### config.mk
export PLATFORM = sky130hd
export DESIGN_NAME = xgriscv_memarb
export DESIGN_NICKNAME = d
export VERILOG_FILES = /design/src/rtl/xgriscv_memarb.sv
export SDC_FILE = /design/constraint.sdc
export NUM_CORES = 1
export LEC_CHECK = 0
export BUFFER_PORTS_ARGS = -buffer_cell sky130_fd_sc_hd__buf_2
export CAP_MARGIN = 20
export CELL_PAD_IN_SITES_DETAIL_PLACEMENT = 0
export CELL_PAD_IN_SITES_GLOBAL_PLACEMENT = 1
export CORE_UTILIZATION = 31
export DETAILED_ROUTE_END_ITERATION = 8
export PLACE_DENSITY_LB_ADDON = 0.1
export SYNTH_ARGS = -nofsm -noshare
export SYNTH_HDL_FRONTEND = slang
export SYNTH_SLANG_ARGS = --single-unit
### constraint.sdc
create_clock -name clk -period 1.55 [get_ports clk]
set_input_delay 0.155 -clock clk [delete_from_list [all_inputs] [get_ports clk]]
set_output_delay 0.155 -clock clk [all_outputs]
set_load 0.03 [all_outputs]
### src/rtl/xgriscv_memarb.sv
// Shared single-port memory arbiter for the xgriscv IF and MEM stages; one access in flight.
// Optional XGRISCV_ARB_RR_EN: round-robin tie-break instead of fixed data-over-fetch priority.
module xgriscv_memarb #(
  parameter int unsigned ADDR_W  = 32,
  parameter int unsigned DATA_W  = 32,
  parameter int unsigned MEM_LAT = 2
) (
  input  logic              clk,
  input  logic              reset,
  input  logic              i_req,
  input  logic [ADDR_W-1:0] i_addr,
  output logic              i_gnt,
  output logic              i_rvalid,
  output logic [DATA_W-1:0] i_rdata,
  input  logic              d_req,
  input  logic              d_we,
  input  logic [ADDR_W-1:0] d_addr,
  input  logic [DATA_W-1:0] d_wdata,
  input  logic [3:0]        d_be,
  output logic              d_gnt,
  output logic              d_rvalid,
  output logic [DATA_W-1:0] d_rdata,
  output logic              m_en,
  output logic              m_we,
  output logic [ADDR_W-1:0] m_addr,
  output logic [DATA_W-1:0] m_wdata,
  output logic [3:0]        m_be,
  input  logic [DATA_W-1:0] m_rdata,
  output logic              busy
);

  typedef enum logic [1:0] {StIdle, StIssue, StWait} state_e;

  state_e     state_q;
  logic [3:0] cnt_q;
  logic       owner_q;  // 1 = data, 0 = fetch
  logic       we_q;
  logic       pick_data;

`ifdef XGRISCV_ARB_RR_EN
  logic last_q;  // owner of the most recent issue, 1 = data

  always_comb begin
    pick_data = d_req && !(i_req && last_q);
  end
`else
  always_comb begin
    pick_data = d_req;
  end
`endif

  assign busy = (state_q != StIdle);

  always_ff @(posedge clk) begin
    if (reset) begin
      state_q  <= StIdle;
      cnt_q    <= 4'd0;
      owner_q  <= 1'b0;
      we_q     <= 1'b0;
      i_gnt    <= 1'b0;
      d_gnt    <= 1'b0;
      i_rvalid <= 1'b0;
      d_rvalid <= 1'b0;
      i_rdata  <= '0;
      d_rdata  <= '0;
      m_en     <= 1'b0;
      m_we     <= 1'b0;
      m_addr   <= '0;
      m_wdata  <= '0;
      m_be     <= 4'd0;
`ifdef XGRISCV_ARB_RR_EN
      last_q   <= 1'b0;
`endif
    end else begin
      i_gnt    <= 1'b0;
      d_gnt    <= 1'b0;
      i_rvalid <= 1'b0;
      d_rvalid <= 1'b0;
      m_en     <= 1'b0;
      m_we     <= 1'b0;
      unique case (state_q)
        StIdle: begin
          if (i_req || d_req) begin
            state_q <= StIssue;
            owner_q <= pick_data;
            m_en    <= 1'b1;
            if (pick_data) begin
              d_gnt   <= 1'b1;
              m_addr  <= d_addr;
              m_wdata <= d_wdata;
              m_be    <= d_be;
              m_we    <= d_we;
              we_q    <= d_we;
            end else begin
              // Fetches are reads; store-only fields keep their last value.
              i_gnt  <= 1'b1;
              m_addr <= i_addr;
              we_q   <= 1'b0;
            end
          end
        end
        StIssue: begin
`ifdef XGRISCV_ARB_RR_EN
          last_q <= owner_q;
`endif
          if (we_q) begin
            state_q <= StIdle;
          end else begin
            cnt_q   <= 4'(MEM_LAT);
            state_q <= StWait;
          end
        end
        StWait: begin
          cnt_q <= cnt_q - 4'd1;
          if (cnt_q == 4'd1) begin
            state_q <= StIdle;
            if (owner_q) begin
              d_rdata  <= m_rdata;
              d_rvalid <= 1'b1;
            end else begin
              i_rdata  <= m_rdata;
              i_rvalid <= 1'b1;
            end
          end
        end
        default: state_q <= StIdle;
      endcase
    end
  end

endmodule

After elaboration in Yosys (flattened, before gate mapping)
Index checks and enable logic that the tools add are counted.

Eq/ne operators: 6. Add/subtract/negate cells: 1. Reduce and logical (&&, ||, !) cells: 13. Bitwise operators: 5. Muxes and demuxes: 13.

Operators with widths (number): two-way mux 32 bit (1); AND reduction 3 bit (3); one-hot mux 4 bit (2 select lines) (1); two-way mux 1 bit (6); two-way mux 2 bit (3); inequality test 2 bit, second input constant (3); one-hot mux 2 bit (3 select lines) (1); AND reduction 2 bit (3); OR reduction 3 bit (2); inverter 1 bit (5); == test 4 x 1 -> 1 bit, second input constant (1); two-way mux 4 bit (1); nonzero test 2 bit (2); subtractor 4 x 1 -> 4 bit, second input constant (1); == test 2 x 1 -> 1 bit, second input constant (1); == test 2 bit, second input constant (1); zero test 2 bit (1); OR reduction 2 bit (1); logical OR 1 bit (1).

Output and inout port bits: 139. Input port bits: 137. Flip-flop bits (word level): 146.

Logic depth before layout (Yosys ltp)
Gate-level depths: netlist of the first run.

Depth in word-level cells: 3. Gate-level depth with buffers: 7. Depth with buffers taken out: 5.

Worst setup path before layout of the first run
No wires, ideal clock.

Path kind: flip-flop to flip-flop. Start: register cnt_q[0]. End: register i_rdata[16]. Path slack: -0.027 ns. Path buffers: 2. Clock period less this slack: 1.577 ns. Arrival: 1.506 ns. Stages on the path, launching flop included: 7. Setup time: 0.072 ns. Required time: 1.478 ns. Cell sequence: dfxtp_1 -> ha_1 -> nor4bb_4 -> and2_4 -> buf_12 -> buf_12 -> mux2i_1.

Word-level cells in the longest chain between the ends: 2.

RTL lines: start, declared (line 35) `logic [3:0] cnt_q;`; start signal, assigned (line 109) `cnt_q <= 4'(MEM_LAT);`; start signal, assigned (line 114) `cnt_q <= cnt_q - 4'd1;`; == test 4 x 1 -> 1 bit (line 115) `if (cnt_q == 4'd1) begin`; AND reduction 3 bit (no line); end signal, assigned (line 121) `i_rdata <= m_rdata;`; end, declared (line 14) `output logic [DATA_W-1:0] i_rdata,`.

Every way passes these cells. A chain may end at the register's enable or synchronous reset.

Worst setup path after layout of the first run
Start: register cnt_q[1]. End: register d_rdata[23].

Word-level cells in the longest chain between the ends: 2.

RTL lines: == test 4 x 1 -> 1 bit (line 115); AND reduction 3 bit (no line); end signal, assigned (line 118) `d_rdata <= m_rdata;`; end, declared (line 22) `output logic [DATA_W-1:0] d_rdata,`.

Every way passes these cells.

==> metrics.txt, run 1 <==
outcome=completed; Least-Margin Pin Slew=between 600 and 700 ps; critical path peak fanout=10; Setup-failing EPs final=0; worst relative slew slack=57.12%; Fin Hold WS=18.04 ps; Sequential Area=0.002928 mm^2; DP HPWL=approximately 11,000 um; Fin. Hold Viols=0; Setup CP Type=reg2reg; CTS Buf Count=17; Primary FF master, synth=dfxtp_1; Syn Std Cell Area=approximately 0.006 mm^2; largest net degree at the start of global routing=40; Clock Skews=8.535 ps; CP Data Required Time=1850 ps; Clock Tree Buf Depth=2; mean post-synth cell area=10.46 um^2; core area=0.01883 mm^2; fillers=1,817; I/O Buffers=275; All-Layer GR Usage=16.32%; final critical-path share of the clock period=a little over nine tenths; I/O pin count=276; CP startpoint kind=flop; Critical Path End Type=flop; largest family of logic cells by synthesized area=multiplexers; synth unique cells=31; vias in the first global route=5,098; WL per Instance=14.02 um; CTS tree=built; CP peak stage delay=approximately 330 ps; CTS clk-pin slew, worst paths=60 ps; FMAX=654.1 MHz; final std cells w/o fill=1,159; Post-Synth Adder-Cell Area=0.4174%; Routed Wire Length=16,250 um; first-pass GRT wire length=25,670 um; ordered list of cells on the worst path=inv_2 -> ha_4 -> nor4bb_4 -> buf_4 -> nand3b_1 -> buf_4 -> buf_12 -> mux2i_1; area of the multi-input gates=0.002808 mm^2; Starting Density=31.84%; initial DRC count=114; sequential fraction of the synthesis area=48.75%; antenna violations before repair=1; total of max-cap violations=0; hold crit path type=in2reg; CP dominant cell by count=buf_4; Leakage=4.290 nW; mux cell area share after synthesis=22.20%; placed insts=1,084; EDFF count, synth=0; Via density=4.450; Worst VDD drop=around 760 uV; delay-heaviest family, CP=buffers and inverters; CTS root buffer=clkbuf_16; routability cong.=0.7578; commonest cells after routing, fill and taps aside=273 x buf_2, 144 x dfxtp_1, 132 x mux2i_1; XOR/XNOR Fraction of Synth Area=0%; min cycle time layout=between 1500 and 2000 ps; post-synthesis compound-gate area fraction=7.846%; Rows=50; Post-Place Cell Area=approximately 0.0077 mm^2; slowest stage cell, crit path=dfxtp_2; Post-route DRC=0; Synth Instances=573; Synth warnings=0; unrepaired setup endpoints after global routing=true; PD cells=1129 mW/mm^2; worst skew pair latency=410 ps; commonest non-fill, non-tap cell in the layout=buf_2; simple-gate area share of the yosys netlist=15.69%; post-route ant nets=0; H-tree lvl count=4; GRT overflow=0; clk sinks=146; Die ar.=0.01990 mm^2; nets@finish=1,024; CP Buf/Inv Count=4; syn_nets=712; die boundary height=approximately 140 um; total power=9.981 mW; die span in x=141.1 um; Pre-antenna DRT Iters=4; Area Growth Syn to Fin=47.39%; Layout Cell Area excl Fill=0.008837 mm^2; async set-reset flop share out of synthesis=0%; Max Slew Vio Count=0; critical path data arrival time=1830 ps; routed via count=~5,200; Synth Register Bits=146; layout cells sized above 1=between 30% and 40%
[metal layers]
metal / global-route usage [%] / part of all wire (%)
met1: 18.97 / 43
met2: 27.72 / 48
met3: 5.605 / 6.9
met4: 5.835 / 1.1
met5: 0 / 0
[logic make-up after synthesis]
logic type                 Yosys count
muxes                              133
buffers and inverters               50
adders and majority gates            2
DFF                                146
AOI/OAI and AO/OA                   76
and+or+nand+nor                    166
[sequential cells by signal, summed over array words and instances, names as in the netlist]
name / count
d_rdata: 32
i_rdata: 32
m_addr: 32
m_wdata: 32
cnt_q: 4
m_be: 4
state_q: 2
d_gnt: 1
d_rvalid: 1
i_gnt: 1
i_rvalid: 1
m_en: 1
m_we: 1
owner_q: 1
we_q: 1
[final cells by class]
| class | instances | area share (%) |
|---|---|---|
| repair buffers | 339 | 24.58 |
| clock buffers | 20 | 5.168 |
| multi-input cells | 377 | 31.77 |
| inverters | 4 | 0.1699 |
| clock inverters | 12 | 1.472 |
| flip-flops and latches | 146 | 33.13 |
| well taps | 260 | 3.681 |
| diodes | 1 | 0.02832 |
[Yosys cell counts, drive strengths merged (2+ instances only)]
cell type,instances,area share [%]
nand2,5,0.35
a211oi,32,4.0
a21oi,39,3.3
dfxtp,146,49
o21ai,2,0.17
nor3b,3,0.38
clkbuf,14,0.88
nor3,3,0.25
nand2b,98,10
inv,4,0.25
mux2i,133,22
nor2,48,3.1
nor4,2,0.21
ha,2,0.42
buf,32,4.0
[power breakdown]
group / switching (mW) / internal, mW / total [mW] / leakage, nW
clock network: 1.59 / 2.46 / 4.05 / 0.287
logic: 1.07 / 0.767 / 1.84 / 2.81
registers: 0.120 / 3.98 / 4.10 / 1.19
total: 2.78 / 7.20 / 9.98 / 4.29
[worst reg2reg max path: cells and delay by family, from the launching register on]
family                     cells  cell delay (ps)
buffers and inverters          4              540
DFF                            1              330
adders and majority gates      1              130
and+or+nand+nor                2              290
muxes                          1              120
[metrics by stage]
stage | TNS, ps | worst slack [ps] | util [%]
final | 0 | 21.13 | 46.93
after global routing | -1135 | -81.55 | 46.92
after CTS | 0 | 10.48 | 46.12
after detailed placement | -58.14 | -20.53 | 41.13
after global placement | 0 | 49.05 | 41.13
after floorplan | 0 | 60.07 | -
[path summary, 6_finish.rpt]
path | startpoint | to | slack [ps] | cells past startpoint
max | cnt_q[1] | d_rdata[23] | 20 | 8
min | m_rdata[4] | i_rdata[4] | 20 | 3
max reg2reg | cnt_q[1] | d_rdata[23] | 20 | 8
min reg2reg | d_rdata[2] | d_rdata[2] | 470 | 2
[timing repair]
action                                 CTS  global route
setup buffers                            0             3
endpoints found under the hold margin   35             0
cloned                                   0             4
setup endpoints to repair               10            52
gates resized for setup                  3            10
hold buffers                            35             0
pin swaps                                1             2
Power figures use the tool's default switching activity.
==> inputs of run 2 (changes only) <==
CORE_UTILIZATION = 34   (was 31)
GPL_TIMING_DRIVEN = 0   (was default)
RECOVER_POWER = 100   (was default)
clock period = 1.6 ns   (was 1.55 ns; I/O delays follow)
==> metrics.txt, run 2 (synthesized netlist as in run 1, its figures left out) <==
die boundary height=134.8 um; CP Data Required Time=1950 ps; Via density=4.580; hold crit path type=in2reg; layout cells sized above 1=approximately 23%; Clock Tree Buf Depth=2; PD cells=1134 mW/mm^2; initial DRC count=121; total of max-cap violations=0; worst relative slew slack=about 60%; DP HPWL=about 12,000 um; CP startpoint kind=flop; largest net degree at the start of global routing=20; Max Slew Vio Count=0; unrepaired setup endpoints after global routing=true; Layout Cell Area excl Fill=0.008542 mm^2; CTS Buf Count=17; core area=0.01724 mm^2; commonest non-fill, non-tap cell in the layout=clkbuf_1; final critical-path share of the clock period=94.75%; Clock Skews=9.488 ps; nets@finish=1,051; antenna violations before repair=0; critical path data arrival time=approximately 1900 ps; worst skew pair latency=420 ps; Post-Place Cell Area=approximately 0.0076 mm^2; commonest cells after routing, fill and taps aside=157 x clkbuf_1, 150 x buf_2, 144 x dfxtp_1; vias in the first global route=between 5,000 and 6,000; Fin. Hold Viols=0; die span in x=134.8 um; Fin Hold WS=around 22 ps; Post-route DRC=0; All-Layer GR Usage=18.89%; clk sinks=between 100 and 150; CTS tree=built; Routed Wire Length=17,000 um; Setup CP Type=reg2reg; Area Growth Syn to Fin=42.47%; routability cong.=between 0.7 and 0.8; Worst VDD drop=between 600 and 700 uV; outcome=completed; Die ar.=roughly 0.018 mm^2; routed via count=5,267; CTS clk-pin slew, worst paths=60 ps; CTS root buffer=clkbuf_16; fillers=~1,700; WL per Instance=14.78 um; post-route ant nets=0; Layout Utilization=49.56%; total power=9.686 mW; Starting Density=34.79%; Rows=48; Pre-antenna DRT Iters=4; first-pass GRT wire length=about 27,000 um; I/O Buffers=273; Least-Margin Pin Slew=606.2 ps; FMAX=~660 MHz; # diodes=0; I/O pin count=276; Leakage=3.683 nW; TNS Setup=0 ps; Critical Path End Type=flop; GRT overflow=0; min cycle time layout=1516 ps; H-tree lvl count=4; Setup-failing EPs final=0; critical path peak fanout=9
run 2: cell types whose count changed in the layout (fill, tap and decap cells not counted), sizes merged:
cell,change
dlygate4sd3,+2
diode,-1
inv,-1
clkbuf,+157
clkinvlp,+3
clkinv,-3
buf,-131
run 2: metrics by stage:
| stage | worst slack, ps | cells |
|---|---|---|
| 2_1_floorplan | 22.73 | 573 |
| 3_3_place_gp | -102.2 | 1071 |
| 3_5_place_dp | -145.7 | 1071 |
| 4_1_cts | 7.521 | 1140 |
| 5_1_grt | -39.67 | 1150 |
| 6_report | 83.94 | 1150 |
run 2: worst paths after layout:
kind	start	end	slack [ps]	cells after the start
max reg2reg	state_q[0]	d_rdata[4]	80	5
max	state_q[0]	d_rdata[4]	80	5
min reg2reg	d_rdata[13]	d_rdata[13]	480	2
min	m_rdata[10]	i_rdata[10]	20	3
run 2: per-layer routing:
metal	wire, um	GRT usage, %
met5	0	0
met2	8388	32.85
met4	352	7.865
met3	1055	5.180
met1	7201	21.77
run 2: power by group:
part           switching, mW  internal (mW)
logic                   1.04          0.685
clock network           1.56           2.43
registers              0.125           3.85
run 2: layout make-up:
cell class / instances / area, um^2 / area share (%)
plain buffers: 43 / 259.0 / 3.032
well taps: 225 / 281.5 / 3.296
clock buffers: 21 / 470.5 / 5.508
repair buffers: 323 / 1675 / 19.61
flip-flops and latches: 146 / 2928 / 34.28
clock inverters: 11 / 128.9 / 1.509
multi-input cells: 377 / 2784 / 32.59
inverters: 4 / 15.01 / 0.1758
run 2: worst max-delay path, cell delays in order (launching register included):
cell      delay, ps
dfxtp_1         310
buf_6           140
nor4bb_4        340
and3b_2         320
buf_12          150
mux2i_1         180
run 2: what timing repair did:
| action | CTS | global route |
|---|---|---|
| hold buffers | 37 | 0 |
| pin swaps | 4 | 2 |
| hold endpoints to repair | 37 | 0 |
| gates resized for setup | 2 | 11 |
| setup endpoints to repair | 80 | 103 |
| buffers inserted | 2 | 10 |
| cloned | 0 | 1 |
